`src/rtl/seq_multiplier_32bit.sv`:
```
// Radix-2 shift-add multiplier, unsigned or two's-complement per operation.
// Latency WIDTH+1 cycles from acceptance to DONE; START is ignored while BUSY.
module seq_multiplier_32bit #(
   parameter int WIDTH = 32
) (
   input  logic               CLK,
   input  logic               RST,
   input  logic               START,
   input  logic               SIGNED,
   input  logic [WIDTH-1:0]   OP1,
   input  logic [WIDTH-1:0]   OP2,
   output logic               BUSY,
   output logic               DONE,
   output logic [2*WIDTH-1:0] RESULT
);

   localparam int CNT_W = $clog2(WIDTH);

   typedef enum logic [1:0] {IDLE, CALC, SIGN} state_t;

   state_t             state_q, state_d;
   logic [CNT_W-1:0]   count_q, count_d;
   logic [WIDTH-1:0]   mcand_q, mcand_d;
   logic [2*WIDTH-1:0] acc_q, acc_d;
   logic               neg_q, neg_d;
   logic               done_q, done_d;
   logic [2*WIDTH-1:0] result_q, result_d;

   logic [WIDTH-1:0]   op1_mag, op2_mag, addend;
   logic [WIDTH:0]     sum;

   always_comb begin
      // -2^(WIDTH-1) negates to itself, which read as unsigned is the correct magnitude
      op1_mag = (SIGNED && OP1[WIDTH-1]) ? -OP1 : OP1;
      op2_mag = (SIGNED && OP2[WIDTH-1]) ? -OP2 : OP2;
      addend  = acc_q[0] ? mcand_q : '0;
      sum     = {1'b0, acc_q[2*WIDTH-1:WIDTH]} + {1'b0, addend};

      state_d  = state_q;
      count_d  = count_q;
      mcand_d  = mcand_q;
      acc_d    = acc_q;
      neg_d    = neg_q;
      done_d   = 1'b0;
      result_d = result_q;

      case (state_q)
         IDLE: begin
            if (START) begin
               mcand_d = op1_mag;
               acc_d   = {{WIDTH{1'b0}}, op2_mag};
               neg_d   = SIGNED & (OP1[WIDTH-1] ^ OP2[WIDTH-1]);
               count_d = '0;
               state_d = CALC;
            end
         end
         CALC: begin
            // low half holds the remaining multiplier bits, consumed from the LSB
            acc_d   = {sum, acc_q[WIDTH-1:1]};
            count_d = count_q + CNT_W'(1);
            if (count_q == CNT_W'(WIDTH - 1)) begin
               state_d = SIGN;
            end
         end
         SIGN: begin
            result_d = neg_q ? -acc_q : acc_q;
            done_d   = 1'b1;
            count_d  = '0;
            state_d  = IDLE;
         end
         default: begin
            state_d = IDLE;
         end
      endcase
   end

   always_ff @(posedge CLK) begin
      if (RST) begin
         state_q  <= IDLE;
         count_q  <= '0;
         mcand_q  <= '0;
         acc_q    <= '0;
         neg_q    <= 1'b0;
         done_q   <= 1'b0;
         result_q <= '0;
      end else begin
         state_q  <= state_d;
         count_q  <= count_d;
         mcand_q  <= mcand_d;
         acc_q    <= acc_d;
         neg_q    <= neg_d;
         done_q   <= done_d;
         result_q <= result_d;
      end
   end

   assign BUSY   = (state_q != IDLE);
   assign DONE   = done_q;
   assign RESULT = result_q;

endmodule
```
`config.mk`:
```
export PLATFORM = sky130hd
export DESIGN_NAME = seq_multiplier_32bit
export DESIGN_NICKNAME = d
export VERILOG_FILES = /design/src/rtl/seq_multiplier_32bit.sv
export SDC_FILE = /design/constraint.sdc
export NUM_CORES = 1
export LEC_CHECK = 0
export ABC_AREA = 1
export CAP_MARGIN = 20
export CELL_PAD_IN_SITES_DETAIL_PLACEMENT = 1
export CELL_PAD_IN_SITES_GLOBAL_PLACEMENT = 1
export CORE_MARGIN = 4
export CORE_UTILIZATION = 40
export CTS_BUF_LIST = sky130_fd_sc_hd__clkbuf_16
export DETAILED_ROUTE_END_ITERATION = 16
export GPL_TIMING_DRIVEN = 0
export PLACE_DENSITY_LB_ADDON = 0.1
export SYNTH_ARGS = -nofsm -noshare
export SYNTH_HDL_FRONTEND = slang
export SYNTH_SLANG_ARGS = --single-unit
```
`constraint.sdc`:
```
create_clock -name CLK -period 2.65 [get_ports CLK]
set_input_delay 0.3975 -clock CLK [delete_from_list [all_inputs] [get_ports CLK]]
set_output_delay 0.3975 -clock CLK [all_outputs]
set_load 0.005 [all_outputs]
```
== Word-level counts from Yosys, hierarchy flattened ==
Index checks and enable logic that the tools add are counted.

* Reduce and logical (&&, ||, !) cells: 10
* Multiplexer cells: 12
* Order comparisons: 0
* Equal/unequal tests: 5
* Add/subtract/negate cells: 5
* Bitwise operators: 2
* Divide/modulo/power cells: 0
* Multiply operators: 0
* Shift-type cells: 0

{| class="wikitable"
|+ Operator list
! kind !! count
|-
| $mux 64 || 2
|-
| $pmux 64 s2 || 1
|-
| $mux 32 || 3
|-
| $neg 32->32 || 2
|-
| $neg 64->64 || 1
|-
| $add 32x32->33 || 1
|-
| $pmux 5 s3 || 1
|-
| $reduce_and 2->1 || 4
|-
| $add 5x1->5 const B || 1
|-
| $eq 5x5->1 const B || 1
|-
| $mux 5 || 1
|-
| $mux 2 || 2
|-
| $ne 2x2->1 const B || 2
|-
| $pmux 2 s2 || 1
|-
| $reduce_bool 2->1 || 2
|-
| $reduce_bool 3->1 || 1
|-
| $eq 2x1->1 const B || 1
|-
| $eq 2x2->1 const B || 1
|-
| $logic_and 1x1->1 || 2
|-
| $logic_not 2->1 || 1
|-
| $and 1x1->1 || 1
|-
| $mux 1 || 1
|-
| $xor 1x1->1 || 1
|}

* Memories kept: 0
* Bits in read-only memories: 0
* Input bits: 68
* Memory bits (writable): 0
* Latch bits: 0
* Bits in registers: 169
* Logic and storage cells: 41
* Output and inout port bits: 66

== Depth between registers and ports, before layout ==
Gate-level depths: netlist (run 1).

* Word-level depth: 4
* Gate-level depth with buffers: 18
* Depth with buffers taken out: 16

== Least setup slack after synthesis (run 1) ==
OpenSTA, ideal clock, no wires.

* Path type: register to register
* Start point: reg acc_q[0]
* End point: reg acc_q[63]
* Path buffers: 2
* Slack: 0.380 ns
* Data arrival time: 2.199 ns
* Setup time: 0.070 ns
* Stages on the path, launching flop included: 19
* Clock period less this slack: 2.270 ns
* Data required time: 2.580 ns
* Cells stage by stage: dfxtp_1 buf_6 clkbuf_1 nand2_1 inv_1 ha_1 inv_1 fa_1 inv_1 nand3_1 nand3_1 nand2_1 nand2_1 nand3_1 nand2_1 nand2_1 nand2_1 nand2_1 a21oi_1

* Cells in the longest elaborated chain, start to end: 3

{| class="wikitable"
|+ RTL lines
! item !! RTL line !! source
|-
| start: declaration || 24 || <nowiki>logic [2*WIDTH-1:0] acc_q, acc_d;</nowiki>
|-
| start signal: assignment || 82 || <nowiki>acc_q <= '0;</nowiki>
|-
| start signal: assignment || 90 || <nowiki>acc_q <= acc_d;</nowiki>
|-
| $mux 32 || 36 || <nowiki>addend = acc_q[0] ? mcand_q : '0;</nowiki>
|-
| $add 32x32->33 || 37 || <nowiki>sum = {1'b0, acc_q[2*WIDTH-1:WIDTH]} + {1'b0, addend};</nowiki>
|-
| $pmux 64 s2 || 47 || <nowiki>case (state_q)</nowiki>
|}

No other way between the ends.
A chain may end at the register's enable or synchronous reset.

== Worst setup path in the final report (run 1) ==
* Start point: reg acc_q[0]
* End point: reg acc_q[47]

The elaborated chain is that of the path after synthesis.

==> impl_metrics.toml, run 1 <==
[global_route]
grtUsageTotal_pct = 30.7
grt_start_max_net_pins = 17
grt_remaining_overflow = 0
grt_pass1_vias = 15400
grt_antenna_before_repair = 0
grt_first_pass_wirelength_microns = 85600

[power]
power.density_cell_area_nw_per_um2 = 449
worst_ir_drop_vdd_uv = 267
standby_leakage_power_nw = 7.65

[worst_setup_path]
criticalPathCategory = "reg2reg"
worstSetupEndpointType = "register"
cp_data_required_time_ps = 2960
critical_path.reg2reg.startpoint = "acc_q[0]"
critical_path_arrival_ps = 2890
worst_setup_path_start_kind = "register"
rr_endpoint = "acc_q[47]"
reg2reg_depth = 15
reg2reg_setup_slack_ps = 80
critPathMaxFanout = 10

[synthesis]
synth_mux_area_share_pct = 0
avgSynthCellArea_sq_um = 5.78
post_synth_xor_area_fraction_pct = 3.12
mappedNetlistArea_sq_um = 12900
synth_nets = 2343
synth_compound_gate_area_share_pct = 14.2
synth_seq_cells = 169
post_synth_and_or_nand_nor_area_fraction_pct = 40.1
synth_top_flop_cell = "sky130_fd_sc_hd__dfxtp_1"
synth-seq-area-share_pct = 26.2
synth_cells = 2237
ys_warn_count = 0
synth-edff-count = 0
synth_top_family_by_area = "simple AND/OR/NAND/NOR gates"
netlist-cell-type-count = 48
post_synth_fa_ha_maj_area_fraction_pct = 3.73
asyncSetResetFlopFracSynth_pct = 0

[sta]
final.setup.tns_ps = 0
clock_skew_ps = 11.4
fmax_ghz = 0.389
setup_slack_ps = 76.0
post-route-min-period_ps = 2570
timing.final.setup_violations = 0
report.final.slew_viol_count = 0
timing_hold_violations_final = 0
hold_ws_ps = 473
post_route_clock_period_utilization_pct = 97.1
grt_setup_unrepaired = "true"
worst_slew_margin_relative_to_its_limit_pct = 36.4
worstMarginPinSlew_ps = 954

[final_layout]
instances_no_fill = 2807
most-common-layout-cells = "641 x sky130_fd_sc_hd__nand2_1, 334 x sky130_fd_sc_hd__inv_1, 296 x sky130_fd_sc_hd__nor2_1"
share_of_final_layout_standard_cells_stronger_than_drive_strength_1_pct = 5.32
fin_nets = 2498
area_growth_pct = 19.2
num-fill-cells = 4501
register_area_sq_um = 3380
multiInputGateArea_sq_um = 7940
final_common_cell = "sky130_fd_sc_hd__nand2_1"
insertedDiodeCount = 0

[cts]
tritoncts = "built"
clock_latency_on_the_worst_skew_pair_ps = 450
cts_inserted_buffers = 17
clock_sinks = 169
cts-root-to-sink-buffers = 2
root_buffer = "sky130_fd_sc_hd__clkbuf_16"
path_clk_slew_ps = 80
cts-htree-levels = 4
cts_hold_buffers = 0

[min_path]
timing.hold.worst.class = "reg2reg"
hold_path_depth = 2
hold_path_startpoint = "count_q[3]"
worst_hold_path.endpoint = "count_q[3]"

[floorplan]
die_area_sq_um = 35300
die_h_microns = 188
starting_density_of_the_core_pct = 40.8
fp.dieW_microns = 188
core_region_area_sq_um = 31700
ioPinCount = 134
placement_rows = 65

[route]
drt-wirelength-per-cell_microns = 19.7
totalWireLength_microns = 55400
detail_route.drc_violations = 0
final_antenna_net_count = 0
drt-vias-per-instance = 5.40
vias_after_detailed_routing = 15200
drt_first_iter_violations = 943
dr.pass1.iters = 5

[outcome]
outcome = "finished clean"

[placed_design]
gpl.final_weighted_congestion = 0.968
place_ws_ps = -204
detailedPlacementHpwl_microns = 45500
placedCellCount = 2772
port_buffers = 133

[job]
maxCapViolCount = 0
[critical path, cell delays in order (launching register included)]
cell	delay, ps
sky130_fd_sc_hd__dfxtp_1	330
sky130_fd_sc_hd__buf_6	130
sky130_fd_sc_hd__clkbuf_2	220
sky130_fd_sc_hd__nand2_1	90
sky130_fd_sc_hd__inv_1	130
sky130_fd_sc_hd__ha_1	320
sky130_fd_sc_hd__nand2_1	210
sky130_fd_sc_hd__inv_1	60
sky130_fd_sc_hd__nand2_1	60
sky130_fd_sc_hd__nand2_1	100
sky130_fd_sc_hd__o21bai_1	200
sky130_fd_sc_hd__inv_1	90
sky130_fd_sc_hd__nand2_2	70
sky130_fd_sc_hd__or2_2	290
sky130_fd_sc_hd__nand2_1	70
sky130_fd_sc_hd__a21oi_1	60
[synth_stat cells (2+ instances only)]
cell type                  count  area (sq um)
sky130_fd_sc_hd__a21o_1        2          15.0
sky130_fd_sc_hd__a21oi_1     145           726
sky130_fd_sc_hd__a22oi_1      18           135
sky130_fd_sc_hd__a31oi_1      16           100
sky130_fd_sc_hd__buf_1         6          22.5
sky130_fd_sc_hd__buf_2        21           105
sky130_fd_sc_hd__clkbuf_1     41           154
sky130_fd_sc_hd__clkbuf_8      3          41.3
sky130_fd_sc_hd__dfxtp_1     169          3380
sky130_fd_sc_hd__ha_1         37           463
sky130_fd_sc_hd__inv_1       334          1250
sky130_fd_sc_hd__inv_2         8          30.0
sky130_fd_sc_hd__nand2_1     645          2420
sky130_fd_sc_hd__nand2_2       7          43.8
sky130_fd_sc_hd__nand3_1     189           946
sky130_fd_sc_hd__nand3_2       5          50.1
sky130_fd_sc_hd__nand3_4       2          35.0
sky130_fd_sc_hd__nand3b_1     10          75.1
sky130_fd_sc_hd__nand4_1      28           175
sky130_fd_sc_hd__nor2_1      298          1120
sky130_fd_sc_hd__nor2_2        9          56.3
sky130_fd_sc_hd__nor2_4        5          56.3
sky130_fd_sc_hd__nor3_1       21           105
sky130_fd_sc_hd__nor4_1        2          12.5
sky130_fd_sc_hd__o211ai_1     12          90.1
sky130_fd_sc_hd__o21a_1        2          15.0
sky130_fd_sc_hd__o21ai_0     102           510
sky130_fd_sc_hd__o21ai_1      17          85.1
sky130_fd_sc_hd__o21ai_2       6          52.6
sky130_fd_sc_hd__o21ai_4       2          32.5
sky130_fd_sc_hd__o21bai_1      5          37.5
sky130_fd_sc_hd__o221ai_1      2          17.5
sky130_fd_sc_hd__o22ai_1       2          12.5
sky130_fd_sc_hd__or2_2         8          50.1
sky130_fd_sc_hd__xnor2_1       5          43.8
sky130_fd_sc_hd__xor2_1       41           359
[registers in the layout, indices dropped and copies added, names as in the netlist]
signal / flops
mcand_q: 32
RESULT: 64
count_q: 5
state_q: 2
neg_q: 1
DONE: 1
acc_q: 64
[final cells by class]
type,instances,share of cell area [%]
Buffer,73,2.29
Clock buffer,17,2.76
Clock inverter,15,1.06
Inverter,345,8.44
Multi-Input combinational cell,1650,51.5
Sequential cell,169,21.9
Tap cell,402,3.26
Timing Repair Buffer,136,8.78
[where the power goes]
part / leakage, nW / switching (W) / internal, W
clock network: 0.290 / 0.00121 / 0.00141
registers: 1.37 / 0.000114 / 0.00263
logic: 5.98 / 0.00106 / 0.000492
[through the flow]
step,utilization (%),total power (W),area (sq um)
detailed placement,46.6,0.00431,14800
finish,48.6,0.00692,15400
floorplan,-,0.00373,12900
global placement,46.6,0.00427,14800
CTS,48.4,0.00689,15400
global route,48.6,0.00721,15400
[how the worst max path moves through the flow]
| stage | from | depth (start not counted) | endpoint | slack (ps) |
|---|---|---|---|---|
| floorplan | acc_q[0] | 18 | acc_q[63] | 380 |
| global placement | acc_q[0] | 17 | acc_q[59] | -140 |
| detailed placement | acc_q[0] | 18 | acc_q[63] | -200 |
| CTS | acc_q[0] | 15 | acc_q[63] | 0.4 |
| global route | acc_q[0] | 18 | acc_q[63] | -40 |
| finish | acc_q[0] | 15 | acc_q[47] | 80 |
[timing repair]
item | in CTS | in global routing
setup endpoints to repair | 12 | 23
setup buffers | 0 | 3
gates resized for setup | 5 | 14
pin swaps | 0 | 1
[metal layers]
metal  vias up  global-route usage [%]  share of wire [%]
li1       7412                       -                  -
met1      7308                    41.1                 46
met2       363                    53.1                 47
met3        75                    2.49                3.9
met4         0                    8.89                2.9
met5         -                       0                  0
[cells by family (layout without fill, tap and decap cells)]
kind of cell    after synthesis  count (layout)
simple gates               1234            1234
fa+ha+maj                    38              38
buf+inv                     418             586
xor+xnor                     46              46
compound gates              332             332
flops                       169             169
Power figures use the tool's default switching activity.
==> run 2: changes to the inputs <==
--- a/config.mk
+++ b/config.mk
@@ -9,12 +9,12 @@
 export CAP_MARGIN = 20
 export CELL_PAD_IN_SITES_DETAIL_PLACEMENT = 1
 export CELL_PAD_IN_SITES_GLOBAL_PLACEMENT = 1
-export CORE_MARGIN = 4
 export CORE_UTILIZATION = 40
 export CTS_BUF_LIST = sky130_fd_sc_hd__clkbuf_16
 export DETAILED_ROUTE_END_ITERATION = 16
 export GPL_TIMING_DRIVEN = 0
 export PLACE_DENSITY_LB_ADDON = 0.1
+export RECOVER_POWER = 100
 export SYNTH_ARGS = -nofsm -noshare
 export SYNTH_HDL_FRONTEND = slang
 export SYNTH_SLANG_ARGS = --single-unit
==> run 2 against run 1 <==
Register-to-register slack better by 70 ps. Largest cell class unchanged. Worst hold slack about the same. Critical path type unchanged. Global-route usage up 2.4 points. Sequential share of layout area about the same.
==> impl_metrics.toml, run 2 (synthesis gave the netlist of run 1 again) <==
[outcome]
outcome = "finished clean"

[worst_setup_path]
critical_path_arrival_ps = 2880
worst_setup_path_start_kind = "register"
worstSetupEndpointType = "register"
cp_data_required_time_ps = 3030
criticalPathCategory = "reg2reg"
critPathMaxFanout = 10
timing.critical_path.from = "acc_q[0]"
critical_path.reg2reg.startpoint = "acc_q[0]"

[floorplan]
die_h_microns = 182
fp.dieW_microns = 182
placement_rows = 65
starting_density_of_the_core_pct = 40.8
ioPinCount = 134
die_area_sq_um = 33100
core_region_area_sq_um = 31700

[sta]
fmax_ghz = 0.400
timing_hold_violations_final = 0
clock_skew_ps = 9.57
worstMarginPinSlew_ps = 905
grt_setup_unrepaired = "true"
report.final.slew_viol_count = 0
worst_slew_margin_relative_to_its_limit_pct = 39.6
hold_ws_ps = 473
post_route_clock_period_utilization_pct = 94.4
timing.final.setup_violations = 0
post-route-min-period_ps = 2500

[placed_design]
detailedPlacementHpwl_microns = 44200
gpl.final_weighted_congestion = 0.994
dpl-instance-area_sq_um = 14800
port_buffers = 133
placedCellCount = 2772

[final_layout]
insertedDiodeCount = 0
most-common-layout-cells = "644 x sky130_fd_sc_hd__nand2_1, 335 x sky130_fd_sc_hd__inv_1, 301 x sky130_fd_sc_hd__nor2_1"
fin_nets = 2497
num-fill-cells = 4478
post-route-util_pct = 48.6
area_growth_pct = 19.2
instances_no_fill = 2805
finalInstanceArea_sq_um = 15400
share_of_final_layout_standard_cells_stronger_than_drive_strength_1_pct = 4.62
final_common_cell = "sky130_fd_sc_hd__nand2_1"

[route]
totalWireLength_microns = 53800
detail_route.drc_violations = 0
vias_after_detailed_routing = 15200
drt-wirelength-per-cell_microns = 19.2
final_antenna_net_count = 0
drt_first_iter_violations = 1054
drt-vias-per-instance = 5.42
dr.pass1.iters = 5

[job]
maxCapViolCount = 0

[cts]
cts-htree-levels = 4
clock_sinks = 169
tritoncts = "built"
cts_hold_buffers = 0
cts_inserted_buffers = 17
clock_latency_on_the_worst_skew_pair_ps = 460
root_buffer = "sky130_fd_sc_hd__clkbuf_16"
cts-root-to-sink-buffers = 2
path_clk_slew_ps = 70

[min_path]
timing.hold.worst.class = "reg2reg"
hold_path_startpoint = "count_q[3]"

[global_route]
grt_remaining_overflow = 0
grt_pass1_vias = 15400
grt_first_pass_wirelength_microns = 84100
grt_antenna_before_repair = 0
grtUsageTotal_pct = 33.1
grt_start_max_net_pins = 17

[power]
worst_ir_drop_vdd_uv = 282
power.density_cell_area_nw_per_um2 = 454
p_total_w = 0.00700
standby_leakage_power_nw = 7.85
run 2: cell types whose count changed in the layout (fill, tap and decap cells not counted), sizes merged:
cell           delta
dlygate4sd3      +67
inv               -2
bufinv            +1
clkbuf           +10
clkdlybuf4s50    -67
buf              -11
run 2: worst max-delay path: stages, from the launching register on:
cell	delay (ps)
sky130_fd_sc_hd__dfxtp_1	330
sky130_fd_sc_hd__buf_6	130
sky130_fd_sc_hd__buf_4	160
sky130_fd_sc_hd__nand2_1	70
sky130_fd_sc_hd__inv_1	50
sky130_fd_sc_hd__ha_2	200
sky130_fd_sc_hd__inv_1	60
sky130_fd_sc_hd__fa_1	380
sky130_fd_sc_hd__inv_2	130
sky130_fd_sc_hd__nand3_1	100
sky130_fd_sc_hd__nand3_2	120
sky130_fd_sc_hd__nand2_1	70
sky130_fd_sc_hd__nand2_2	110
sky130_fd_sc_hd__nand3_1	90
sky130_fd_sc_hd__nand2_1	120
sky130_fd_sc_hd__nand2_1	60
sky130_fd_sc_hd__nand2_1	80
sky130_fd_sc_hd__nand2_1	50
sky130_fd_sc_hd__a21oi_1	140
run 2: cell type report:
class / instances / area, sq um / share of cell area [%]
tap: 402 / 503 / 3.26
timing repair buffer: 135 / 1350 / 8.74
clock buffer: 17 / 425 / 2.76
multi-input combinational: 1650 / 7940 / 51.5
sequential: 169 / 3380 / 22.0
inverter: 345 / 1300 / 8.44
buffer: 73 / 328 / 2.13
clock inverter: 14 / 185 / 1.20
run 2: routing by layer:
layer	GRT usage, %	vias up	wire, microns
met5	0	-	0
met4	13.1	0	2070
met3	4.35	104	2500
met2	55.5	419	24800
met1	42.8	7272	24500
li1	-	7401	-
run 2: worst paths after layout:
| kind | end | slack, ps | cells past startpoint |
|---|---|---|---|
| max | acc_q[63] | 150 | 18 |
| min | count_q[3] | 470 | 2 |
| max reg2reg | acc_q[63] | 150 | 18 |
| min reg2reg | count_q[3] | 470 | 2 |
run 2: repair_timing:
action	4_1_cts	5_1_grt
gates resized for setup	5	19
setup endpoints to repair	12	23
buffers inserted	0	2
run 2: power by group:
part | switching, W | total (W) | internal, W
logic | 0.00104 | 0.00153 | 0.000486
clock network | 0.00122 | 0.00272 | 0.00151
registers | 0.000113 | 0.00274 | 0.00263
total | 0.00237 | 0.00700 | 0.00462
run 2: stage by stage:
| step | setup WS (ps) | setup TNS, ps |
|---|---|---|
| after floorplan | 380 | 0 |
| after global placement | -125 | -655 |
| after detailed placement | -252 | -1750 |
| after CTS | 9.99 | 0 |
| after global routing | -15.7 | -20.7 |
| final | 148 | 0 |
